### src/rtl/egg_timer_countdown.sv
// Purpose: egg-timer countdown core; holds remaining seconds, decrements once per second, raises expiry and a buzzer square wave.
// Latency: every button pulse takes effect on the next clock edge; all outputs come straight from registers.
// Backpressure: none; a pulse is accepted on any cycle, and a lower-priority pulse in the same cycle is dropped (except add on a tick).
module egg_timer_countdown #(
    parameter int unsigned TICKS_PER_SECOND  = 100000000,
    parameter int unsigned ADD_STEP          = 30,
    parameter int unsigned MAX_SECONDS       = 9999,
    parameter int unsigned ALARM_HALF_PERIOD = 50000000
) (
    input  logic        clk,
    input  logic        rst,
    input  logic        start_stop_pulse,
    input  logic        add_pulse,
    input  logic        clear_pulse,
    output logic [15:0] out_seconds,
    output logic        running,
    output logic        expired,
    output logic        alarm
);

    localparam int PW = (TICKS_PER_SECOND > 2) ? $clog2(TICKS_PER_SECOND) : 1;
    localparam int AW = (ALARM_HALF_PERIOD > 1) ? $clog2(ALARM_HALF_PERIOD) : 1;

    localparam logic [PW-1:0] PRESC_LAST = PW'(TICKS_PER_SECOND - 1);
    localparam logic [AW-1:0] ALM_LAST   = AW'(ALARM_HALF_PERIOD - 1);
    localparam logic [16:0]   ADD_STEP_W = 17'(ADD_STEP);
    localparam logic [16:0]   MAX_W      = 17'(MAX_SECONDS);
    localparam logic [15:0]   MAX_SEC16  = 16'(MAX_SECONDS);

    localparam logic [1:0] S_IDLE    = 2'd0;
    localparam logic [1:0] S_RUNNING = 2'd1;
    localparam logic [1:0] S_PAUSED  = 2'd2;
    localparam logic [1:0] S_EXPIRED = 2'd3;

    logic [1:0]    state_q, state_d;
    logic [15:0]   sec_q, sec_d;
    logic [PW-1:0] presc_q, presc_d;
    logic [AW-1:0] alm_cnt_q, alm_cnt_d;
    logic          alarm_q, alarm_d;

    logic          tick;
    logic [16:0]   add_sum;
    logic [15:0]   add_sat;

    // One-second tick and the saturating add; the add folds in the tick's decrement
    // so an add landing on a tick yields min(sec - 1 + step, max).
    always_comb begin
        tick    = (state_q == S_RUNNING) && (presc_q == PRESC_LAST);
        add_sum = {1'b0, sec_q} + ADD_STEP_W - {16'd0, tick};
        add_sat = (add_sum > MAX_W) ? MAX_SEC16 : add_sum[15:0];
    end

    // Next-state: clear beats start/stop beats add; prescaler advances only while running.
    always_comb begin
        state_d   = state_q;
        sec_d     = sec_q;
        presc_d   = presc_q;
        alm_cnt_d = alm_cnt_q;
        alarm_d   = alarm_q;

        if (clear_pulse) begin
            state_d   = S_IDLE;
            sec_d     = 16'd0;
            presc_d   = '0;
            alm_cnt_d = '0;
            alarm_d   = 1'b0;
        end else if (start_stop_pulse) begin
            case (state_q)
                S_IDLE: begin
                    if (sec_q != 16'd0) begin
                        state_d = S_RUNNING;
                        presc_d = '0;
                    end
                end
                // Pause holds the prescaler, even at its last count, so a pause
                // on the tick cycle defers that decrement to the first resumed cycle.
                S_RUNNING: state_d = S_PAUSED;
                S_PAUSED:  state_d = S_RUNNING;
                default: begin
                    state_d   = S_IDLE;
                    alarm_d   = 1'b0;
                    alm_cnt_d = '0;
                end
            endcase
        end else begin
            case (state_q)
                S_IDLE, S_PAUSED: begin
                    if (add_pulse) begin
                        sec_d = add_sat;
                    end
                end
                S_RUNNING: begin
                    presc_d = tick ? '0 : presc_q + PW'(1);
                    if (add_pulse) begin
                        // Covers the tick case too, including rescue from the last second.
                        sec_d = add_sat;
                    end else if (tick) begin
                        sec_d = sec_q - 16'd1;
                        if (sec_q == 16'd1) begin
                            state_d   = S_EXPIRED;
                            alm_cnt_d = '0;
                            alarm_d   = 1'b1;
                        end
                    end
                end
                default: begin
                    if (alm_cnt_q == ALM_LAST) begin
                        alm_cnt_d = '0;
                        alarm_d   = ~alarm_q;
                    end else begin
                        alm_cnt_d = alm_cnt_q + AW'(1);
                    end
                end
            endcase
        end
    end

    // State and datapath registers with asynchronous reset to idle/zero.
    always_ff @(posedge clk or posedge rst) begin
        if (rst) begin
            state_q   <= S_IDLE;
            sec_q     <= 16'd0;
            presc_q   <= '0;
            alm_cnt_q <= '0;
            alarm_q   <= 1'b0;
        end else begin
            state_q   <= state_d;
            sec_q     <= sec_d;
            presc_q   <= presc_d;
            alm_cnt_q <= alm_cnt_d;
            alarm_q   <= alarm_d;
        end
    end

    assign out_seconds = sec_q;
    assign running     = (state_q == S_RUNNING);
    assign expired     = (state_q == S_EXPIRED);
    assign alarm       = alarm_q;

endmodule

### config.mk
export PLATFORM = sky130hd
export DESIGN_NAME = egg_timer_countdown
export DESIGN_NICKNAME = d
export VERILOG_FILES = /design/src/rtl/egg_timer_countdown.sv
export SDC_FILE = /design/constraint.sdc
export NUM_CORES = 1
export LEC_CHECK = 0
export CAP_MARGIN = 20
export CORE_MARGIN = 2
export CORE_UTILIZATION = 30
export CTS_CLUSTER_DIAMETER = 40
export DETAILED_ROUTE_END_ITERATION = 7
export PLACE_DENSITY = 0.56
export SLEW_MARGIN = 20
export SYNTH_ARGS = -nofsm -noshare
export SYNTH_HDL_FRONTEND = slang
export SYNTH_SLANG_ARGS = --single-unit
### constraint.sdc
create_clock -name clk -period 9.2 [get_ports clk]
set_input_delay 0.92 -clock clk [delete_from_list [all_inputs] [get_ports clk]]
set_output_delay 0.92 -clock clk [all_outputs]
set_load 0.02 [all_outputs]
==> After elaboration in Yosys (flattened, before gate mapping) <==
Cells that the tools add are included.
Widths: inputs -> output; s select.
{ "word_totals": {"ff_bits": 72, "latch_bits": 0, "mem_bits_rw": 0, "rom_bits": 0, "input_bits": 5, "elab_cells": 82, "n_memories": 0} }
{ "op_classes": {"n_addsub": 5, "n_mul": 0, "div_mod_pow": 0, "order_cmp": 1, "n_eq_ne": 18, "shift": 0, "n_mux": 37, "n_bitwise": 1, "reduce_logical": 15} }
{ "ops": {"columns": ["op", "count"], "rows": [
  ["$mux 26", 7],
  ["$mux 27", 6],
  ["$mux 16", 6],
  ["$pmux 26 s2", 1],
  ["$pmux 16 s2", 1],
  ["$add 27x1->27 const B", 1],
  ["$eq 27x27->1 const B", 1],
  ["$add 26x1->26 const B", 1],
  ["$eq 26x26->1 const B", 1],
  ["$add 16x5->17 const B", 1],
  ["$gt 17x14->1 const B", 1],
  ["$sub 17x1->17", 1],
  ["$eq 16x1->1 const B", 1],
  ["$reduce_bool 16->1", 1],
  ["$sub 16x1->16 const B", 1],
  ["$mux 2", 7],
  ["$ne 4x3->1 const B", 3],
  ["$reduce_bool 3->1", 4],
  ["$reduce_and 5->1", 2],
  ["$ne 4x4->1 const B", 2],
  ["$mux 1", 7],
  ["$ne 3x1->1 const B", 2],
  ["$ne 3x2->1 const B", 2],
  ["$ne 3x3->1 const B", 2],
  ["14 further kinds", 15]
]} }

==> Logic depth before layout (Yosys ltp) <==
Gate-level depths: netlist (run 1).
{ "depth": {"depth_word": 9, "depth_mapped": 19, "mapped_depth_nobuf": 18} }

==> Least setup slack after synthesis (run 1) <==
Ideal clock, no wire load.
{ "synth_timing": {"path_kind": "register to register", "start": "register presc_q[0]", "end": "register sec_q[1], in the netlist out_seconds[1]", "arrival_time_ns": 4.001, "path_slack_ns": 5.078, "stages_incl_launch_ff": 20, "n_path_buf": 1, "synth_period_minus_slack_ns": 4.122, "path_cell_list": "dfrtp_1 -> ha_1 -> and2_1 -> nand4_1 -> or3_1 -> nor2_1 -> ha_1 -> inv_1 -> ha_1 -> inv_1 -> ha_1 -> nor3b_2 -> nor4_1 -> o311a_1 -> or4_4 -> a21oi_2 -> nor3b_4 -> buf_6 -> nand3b_1 -> a32o_1"} }
{ "synth_via": {"elab_chain_len": 9} }
{ "synth_lines": {"columns": ["item", "line_no", "text"], "rows": [
  ["start: declaration", "37", "logic [PW-1:0] presc_q, presc_d;"],
  ["start signal: assignment", "129", "presc_q <= presc_d;"],
  ["$eq 27x27->1 *", "48", "tick = (state_q == S_RUNNING) && (presc_q == PRESC_LAST);"],
  ["$logic_and 1x1->1 *", "48", null],
  ["$sub 17x1->17", "49", "add_sum = {1'b0, sec_q} + ADD_STEP_W - {16'd0, tick};"],
  ["$gt 17x14->1", "50", "add_sat = (add_sum > MAX_W) ? MAX_SEC16 : add_sum[15:0];"],
  ["$mux 16", "50", null],
  ["$mux 16, on equally long branches", "94, 88", null],
  ["$pmux 16 s2", "86", "case (state_q)"],
  ["$mux 16", "67", "end else if (start_stop_pulse) begin"],
  ["$mux 16", "61", "if (clear_pulse) begin"],
  ["end signal: assignment", "122", "sec_q <= 16'd0;"],
  ["end signal: assignment", "128", "sec_q <= sec_d;"],
  ["end: declaration", "36", "logic [15:0] sec_q, sec_d;"]
]} }
Mark *: on every way between the ends. The rest lies on a longest branch, timed or not. The select of a mux whose other input is x is not followed.
A chain may end at the register's enable or synchronous reset.

==> Worst setup path after layout (run 1) <==
{ "layout_timing": {"start": "register presc_q[0]", "end": "register sec_q[10], in the netlist out_seconds[10]"} }
The elaborated chain is that of the path after synthesis.

==> results.py, run 1 <==
metrics = {
    "worst_setup_path": {
        "crit_type": "register to register",
        "cp_max_fo": 17,
        "worstPathArrival_ps": 5100,
        "cp-start-kind": "register",
        "end_kind": "register",
        "cp.required_ps": 9420,
    },
    "placed_design": {
        "place_ws_ps": 4350,
        "hpwlAfterDp_mm": 9.33,
        "port_buffers": 23,
        "place_congestion": 0.843,
    },
    "global_route": {
        "grt_pass1_wl_mm": 21.8,
        "grt_use_met3": 0.0272,
        "grt_start_max_net_pins": 73,
        "grt_use_met2": 0.238,
        "use_met1": 0.201,
        "overflow": 0,
        "top_usage_layer": "met2",
        "grt_pass1_vias": 4421,
        "track_usage": 0.148,
        "antenna_found_initial": 0,
    },
    "sta": {
        "clock.fmax_mhz": 205,
        "timing.final.max_slew_violations": 0,
        "fin_setup_tns_ps": 0,
        "setup_slack_ps": 4320,
        "max-slew-margin-rel": 0.303,
        "finalClockSkew_ps": 5.63,
        "finalSetupViolCount": 0,
        "rsz0062_at_grt": "no",
        "tightest_slew_ps": 1040,
        "hold_viol_final": 0,
        "period_needed_ps": 4880,
        "fin_crit_sh": 0.531,
    },
    "yosys": {
        "syn_avg_cell_area_sq_um": 8.43,
        "yosysTopAreaCellShare": 0.357,
        "synth_area_sq_mm": 0.00505,
        "synth.distinct_cells": 69,
        "synthFlopType": "dfrtp_1",
        "yosys_warnings": 0,
        "syn_nets": 633,
        "ys_seq_area_frac": 0.357,
        "yosys_register_bits": 72,
        "synth_edf_count": 0,
        "synth-async-reset-ratio": 1.00,
        "synth_area_leaders": "dfrtp_1 (36%), ha_1 (7.2%), nor2_1 (5.2%)",
        "synth_top_area_cell": "dfrtp_1",
        "synth_cells": 599,
    },
    "die": {
        "core-area_sq_mm": 0.0165,
        "fp.dieW_um": 134,
        "ios": 24,
        "die_area_sq_mm": 0.0179,
        "die_h_um": 134,
        "start_util": 0.306,
        "rows": 47,
    },
    "detailed_routing": {
        "wl_per_cell_um": 15.2,
        "initialDrtViolationCount": 340,
        "ant_nets": 0,
        "vias": 4544,
        "drc_errors": 0,
        "wl_mm": 12.8,
        "via_per_inst": 5.40,
        "drt-pass1-iter-count": 5,
    },
    "clocking": {
        "cts_root_buf": "clkbuf_16",
        "h-tree-depth": 3,
        "cts_setup_buffers": 0,
        "cts_buffer_depth": 2,
        "clock-sinks": 72,
        "cts_tree": "yes",
        "cts_hold_buffers": 0,
        "cts.repair.resized": 0,
        "numCtsBuffers": 9,
        "clk_pin_slew_worst_paths_ps": 60,
        "clk_latency_ps": 330,
    },
    "cells_and_area": {
        "mostFrequentLayoutCell": "dfrtp_1",
        "fin_nets": 651,
        "final_layout_size_suffix_gt1_frac": 0.0595,
        "area_delta_synth_final_pct": 14.5,
        "antenna_cells": 0,
        "final_cell_mix": "dfrtp_1 (72), nor2_1 (70), nand2_1 (61)",
    },
    "flow_run": {
        "drv_cap": 0,
    },
    "worst_hold_path": {
        "min_path_type": "register to register",
    },
    "power_and_ir_drop": {
        "p_total_mw": 1.17,
        "peakVddDrop_uv": 109,
        "leakagePower_nw": 2.32,
        "power_density_mw_per_mm2": 202,
    },
    "run_status": {
        "status": "completed",
    },
}
## flip-flops by register name, summed over array words and instances (netlist names)
signal	flops
alarm	1
alm_cnt_q	26
out_seconds	16
presc_q	27
state_q	2
## synth_stat cells (all sizes together), types with 17 or more instances
cell type	n
nand4	21
inv	33
ha	29
a21oi	23
xor2	23
nor3	17
o21ai	43
nor2	71
nand2	61
nand3	24
dfrtp	72
## layer usage
layer | part of all wire | up-vias
li1 | - | 2203
met2 | 0.46 | 111
met1 | 0.48 | 2213
met5 | 0 | -
met4 | 0.017 | 0
met3 | 0.039 | 17
## final timing paths
check / endpoint / slack, ps / startpoint / depth (start not counted)
max in group asynchronous: out_seconds[5] / 7410 / rst / 3
worst min register to register: alm_cnt_q[23] / 500 / alm_cnt_q[23] / 1
worst max register to register: out_seconds[10] / 4320 / presc_q[0] / 18
worst max-delay path: out_seconds[10] / 4320 / presc_q[0] / 18
min in group asynchronous: presc_q[25] / 1200 / rst / 3
worst min-delay path: alm_cnt_q[23] / 500 / alm_cnt_q[23] / 1
## cell families (layout without fill, tap and decap cells)
| logic type | after synthesis | in the layout | share of synthesized area |
|---|---|---|---|
| simple gates | 268 | 268 | 0.272 |
| compound gates | 137 | 137 | 0.183 |
| flops | 72 | 72 | 0.357 |
| buf+inv | 53 | 76 | 0.0471 |
| xor+xnor | 39 | 39 | 0.0676 |
| fa+ha+maj | 29 | 29 | 0.0718 |
| mux | 1 | 1 | 0.00198 |
## through the flow
| step | hold WS [ps] | std cells | cell area [sq um] | utilization |
|---|---|---|---|---|
| floorplan | 447 | 599 | 5050 | - |
| global placement | 467 | 826 | 5480 | 0.332 |
| detailed placement | 486 | 826 | 5480 | 0.332 |
| CTS | 493 | 842 | 5790 | 0.350 |
| global route | 520 | 842 | 5790 | 0.350 |
| finish | 497 | 842 | 5790 | 0.350 |
## power breakdown
group	total, mW	leakage, nW	internal, mW	switching, mW
clock	0.355	0.140	0.213	0.143
sequential	0.354	0.996	0.329	0.0244
combinational	0.459	1.19	0.172	0.287
## worst max-delay path: stages (launching register included)
cell,delay [ps]
dfrtp_1,390
ha_1,210
and2_1,190
nand4_1,150
or3_1,490
nor2_1,160
ha_1,160
inv_1,60
ha_1,190
inv_1,60
ha_1,250
nor3b_2,280
nor4_1,100
o311a_1,310
or4_4,530
a21oi_2,140
nor3b_4,600
a311oi_1,200
a221o_1,300
## cell type report
class | count | area (sq um)
timing repair buffer | 27 | 260
clock buffer | 9 | 225
inverter | 33 | 124
tap | 220 | 275
fill | 1658 | 10700
clock inverter | 7 | 81.3
sequential | 72 | 1800
multi-input combinational | 474 | 3020
(Power assumes the default switching activity.)
==> inputs of run 2 (changes only) <==
--- a/config.mk
+++ b/config.mk
@@ -10,7 +10,7 @@
 export CORE_UTILIZATION = 30
 export CTS_CLUSTER_DIAMETER = 40
 export DETAILED_ROUTE_END_ITERATION = 7
-export PLACE_DENSITY = 0.56
+export PLACE_DENSITY = 0.58
 export SLEW_MARGIN = 20
 export SYNTH_ARGS = -nofsm -noshare
 export SYNTH_HDL_FRONTEND = slang
==> constraint.sdc (replaced) <==
create_clock -name clk -period 4.1 [get_ports clk]
set_input_delay 0.41 -clock clk [delete_from_list [all_inputs] [get_ports clk]]
set_output_delay 0.41 -clock clk [all_outputs]
set_load 0.02 [all_outputs]
==> results.py, run 2 (synthesis gave the netlist of run 1 again) <==
metrics = {
    "run_status": {
        "status": "complete, but fails checks",
        "violations": "negative setup slack",
    },
    "global_route": {
        "antenna_found_initial": 0,
        "track_usage": 0.159,
        "grt_use_met2": 0.246,
        "grt_pass1_vias": 4764,
        "use_met1": 0.212,
        "grt_use_met3": 0.0416,
        "top_usage_layer": "met2",
        "grt_start_max_net_pins": 32,
        "overflow": 0,
        "grt_pass1_wl_mm": 23.2,
    },
    "worst_setup_path": {
        "end_kind": "register",
        "cp_max_fo": 5,
        "path_cells": "nor4b_2, nand4_1, or3_4, nor2_4, ha_4, inv_4, ha_4, inv_2, ha_4, buf_4, nor3b_4, nor4_2, o311a_1, or4_4, a21oi_2, nor3b_4, buf_6, buf_12, a31oi_4, a221o_1",
        "crit_top_cell": "ha_4",
        "cp_slowest_stage_delay_ps": 450,
        "cp-start-kind": "register",
        "cpLargestDelayFamily": "simple AND/OR/NAND/NOR gates",
        "crit_type": "register to register",
        "cp.required_ps": 4330,
        "worstPathArrival_ps": 4410,
        "path_buf_inv": 5,
        "critPathSlowestCell": "or4_4",
    },
    "detailed_routing": {
        "wl_mm": 13.9,
        "wl_per_cell_um": 15.5,
        "drt-pass1-iter-count": 4,
        "vias": 4790,
        "drc_errors": 0,
        "ant_nets": 0,
        "initialDrtViolationCount": 337,
        "via_per_inst": 5.35,
    },
    "power_and_ir_drop": {
        "power_density_mw_per_mm2": 481,
        "leakagePower_nw": 2.66,
        "peakVddDrop_uv": 233,
    },
    "sta": {
        "tightest_slew_ps": 990,
        "period_needed_ps": 4180,
        "setup_slack_ps": -84.0,
        "max-slew-margin-rel": 0.340,
        "timing.final.max_slew_violations": 0,
        "finalClockSkew_ps": 9.34,
        "fin_crit_sh": 1.02,
        "clock.fmax_mhz": 239,
        "timing.hold.ws_ps": 372,
        "rsz0062_at_grt": "yes",
        "finalSetupViolCount": 12,
        "hold_viol_final": 0,
    },
    "cells_and_area": {
        "final_cell_mix": "dfrtp_1 (72), nor2_1 (69), nand2_1 (60)",
        "fillers": 1653,
        "multiInputGateArea_sq_mm": 0.00318,
        "area_delta_synth_final_pct": 27.0,
        "fin_cells": 896,
        "regArea_sq_mm": 0.00180,
        "largest_register_ffs": 27,
        "final_layout_size_suffix_gt1_frac": 0.164,
        "antenna_cells": 0,
        "fin_nets": 705,
        "mostFrequentLayoutCell": "dfrtp_1",
        "largest-register": "presc_q",
    },
    "clocking": {
        "cts_buffer_depth": 2,
        "clk_pin_slew_worst_paths_ps": 60,
        "h-tree-depth": 3,
        "cts_hold_buffers": 0,
        "numCtsBuffers": 9,
        "clock-sinks": 72,
        "cts_root_buf": "clkbuf_16",
        "clk_latency_ps": 340,
        "cts_tree": "yes",
    },
    "die": {
        "rows": 47,
        "fp.dieW_um": 134,
        "core-area_sq_mm": 0.0165,
        "ios": 24,
        "die_area_sq_mm": 0.0179,
        "die_h_um": 134,
        "start_util": 0.306,
    },
    "placed_design": {
        "hpwlAfterDp_mm": 9.90,
        "place_congestion": 0.894,
        "place_ws_ps": -297,
        "dpl.cell_count": 863,
        "port_buffers": 23,
    },
    "worst_hold_path": {
        "min_path_type": "input port to asynchronous set/reset pin",
    },
    "flow_run": {
        "drv_cap": 0,
    },
}
run 2: changes by cell type in the layout (fill, tap and decap cells not counted), sizes merged:
cell and change:
buf +52, clkinvlp -3, bufbuf +1, inv -1
clkbuf +4, a31o +1
run 2: power breakdown:
group / internal, mW / leakage (nW) / switching, mW
Combinational: 0.681 / 1.51 / 0.805
Clock: 0.503 / 0.150 / 0.299
Sequential: 0.739 / 0.996 / 0.0566
Total: 1.92 / 2.66 / 1.16
run 2: worst paths after layout:
check | start | endpoint | slack, ps | cells after the start
worst min register to register | alm_cnt_q[22] | alm_cnt_q[22] | 500 | 1
worst min-delay path | rst | alm_cnt_q[21] | 370 | 2
worst max-delay path | presc_q[11] | out_seconds[10] | -80 | 20
worst max register to register | presc_q[11] | out_seconds[10] | -80 | 20
min in group clk | alm_cnt_q[22] | alm_cnt_q[22] | 500 | 1
max in group asynchronous | rst | presc_q[14] | 2990 | 3
run 2: layer usage:
layer  part of all wire  up-vias
li1                   -     2316
met1               0.47     2340
met2               0.46      103
met3              0.042       31
met4              0.026        0
met5                  0        -
run 2: repair_timing:
item / CTS / global route
setup endpoints to repair: 14 / 14
cloned: 3 / 0
gates resized for setup: 18 / 19
pin swaps: 12 / 17
buffers inserted: 7 / 7
run 2: final cells by class:
type,count,share of cell area
sequential,72,0.281
multi-input combinational,475,0.496
timing repair buffer,80,0.113
clock buffer,13,0.0406
clock inverter,3,0.00624
inverter,33,0.0197
tap,220,0.0429
run 2: stage by stage:
step / total power, mW / cell area [sq um] / utilization / setup TNS [ps]
after CTS: 3.00 / 6270 / 0.379 / 0
after detailed placement: 1.91 / 5780 / 0.350 / -2760
after floorplan: 1.61 / 5060 / - / 0
final: 3.08 / 6410 / 0.388 / -488
after global placement: 1.90 / 5780 / 0.350 / -770
after global routing: 3.25 / 6410 / 0.388 / -3510
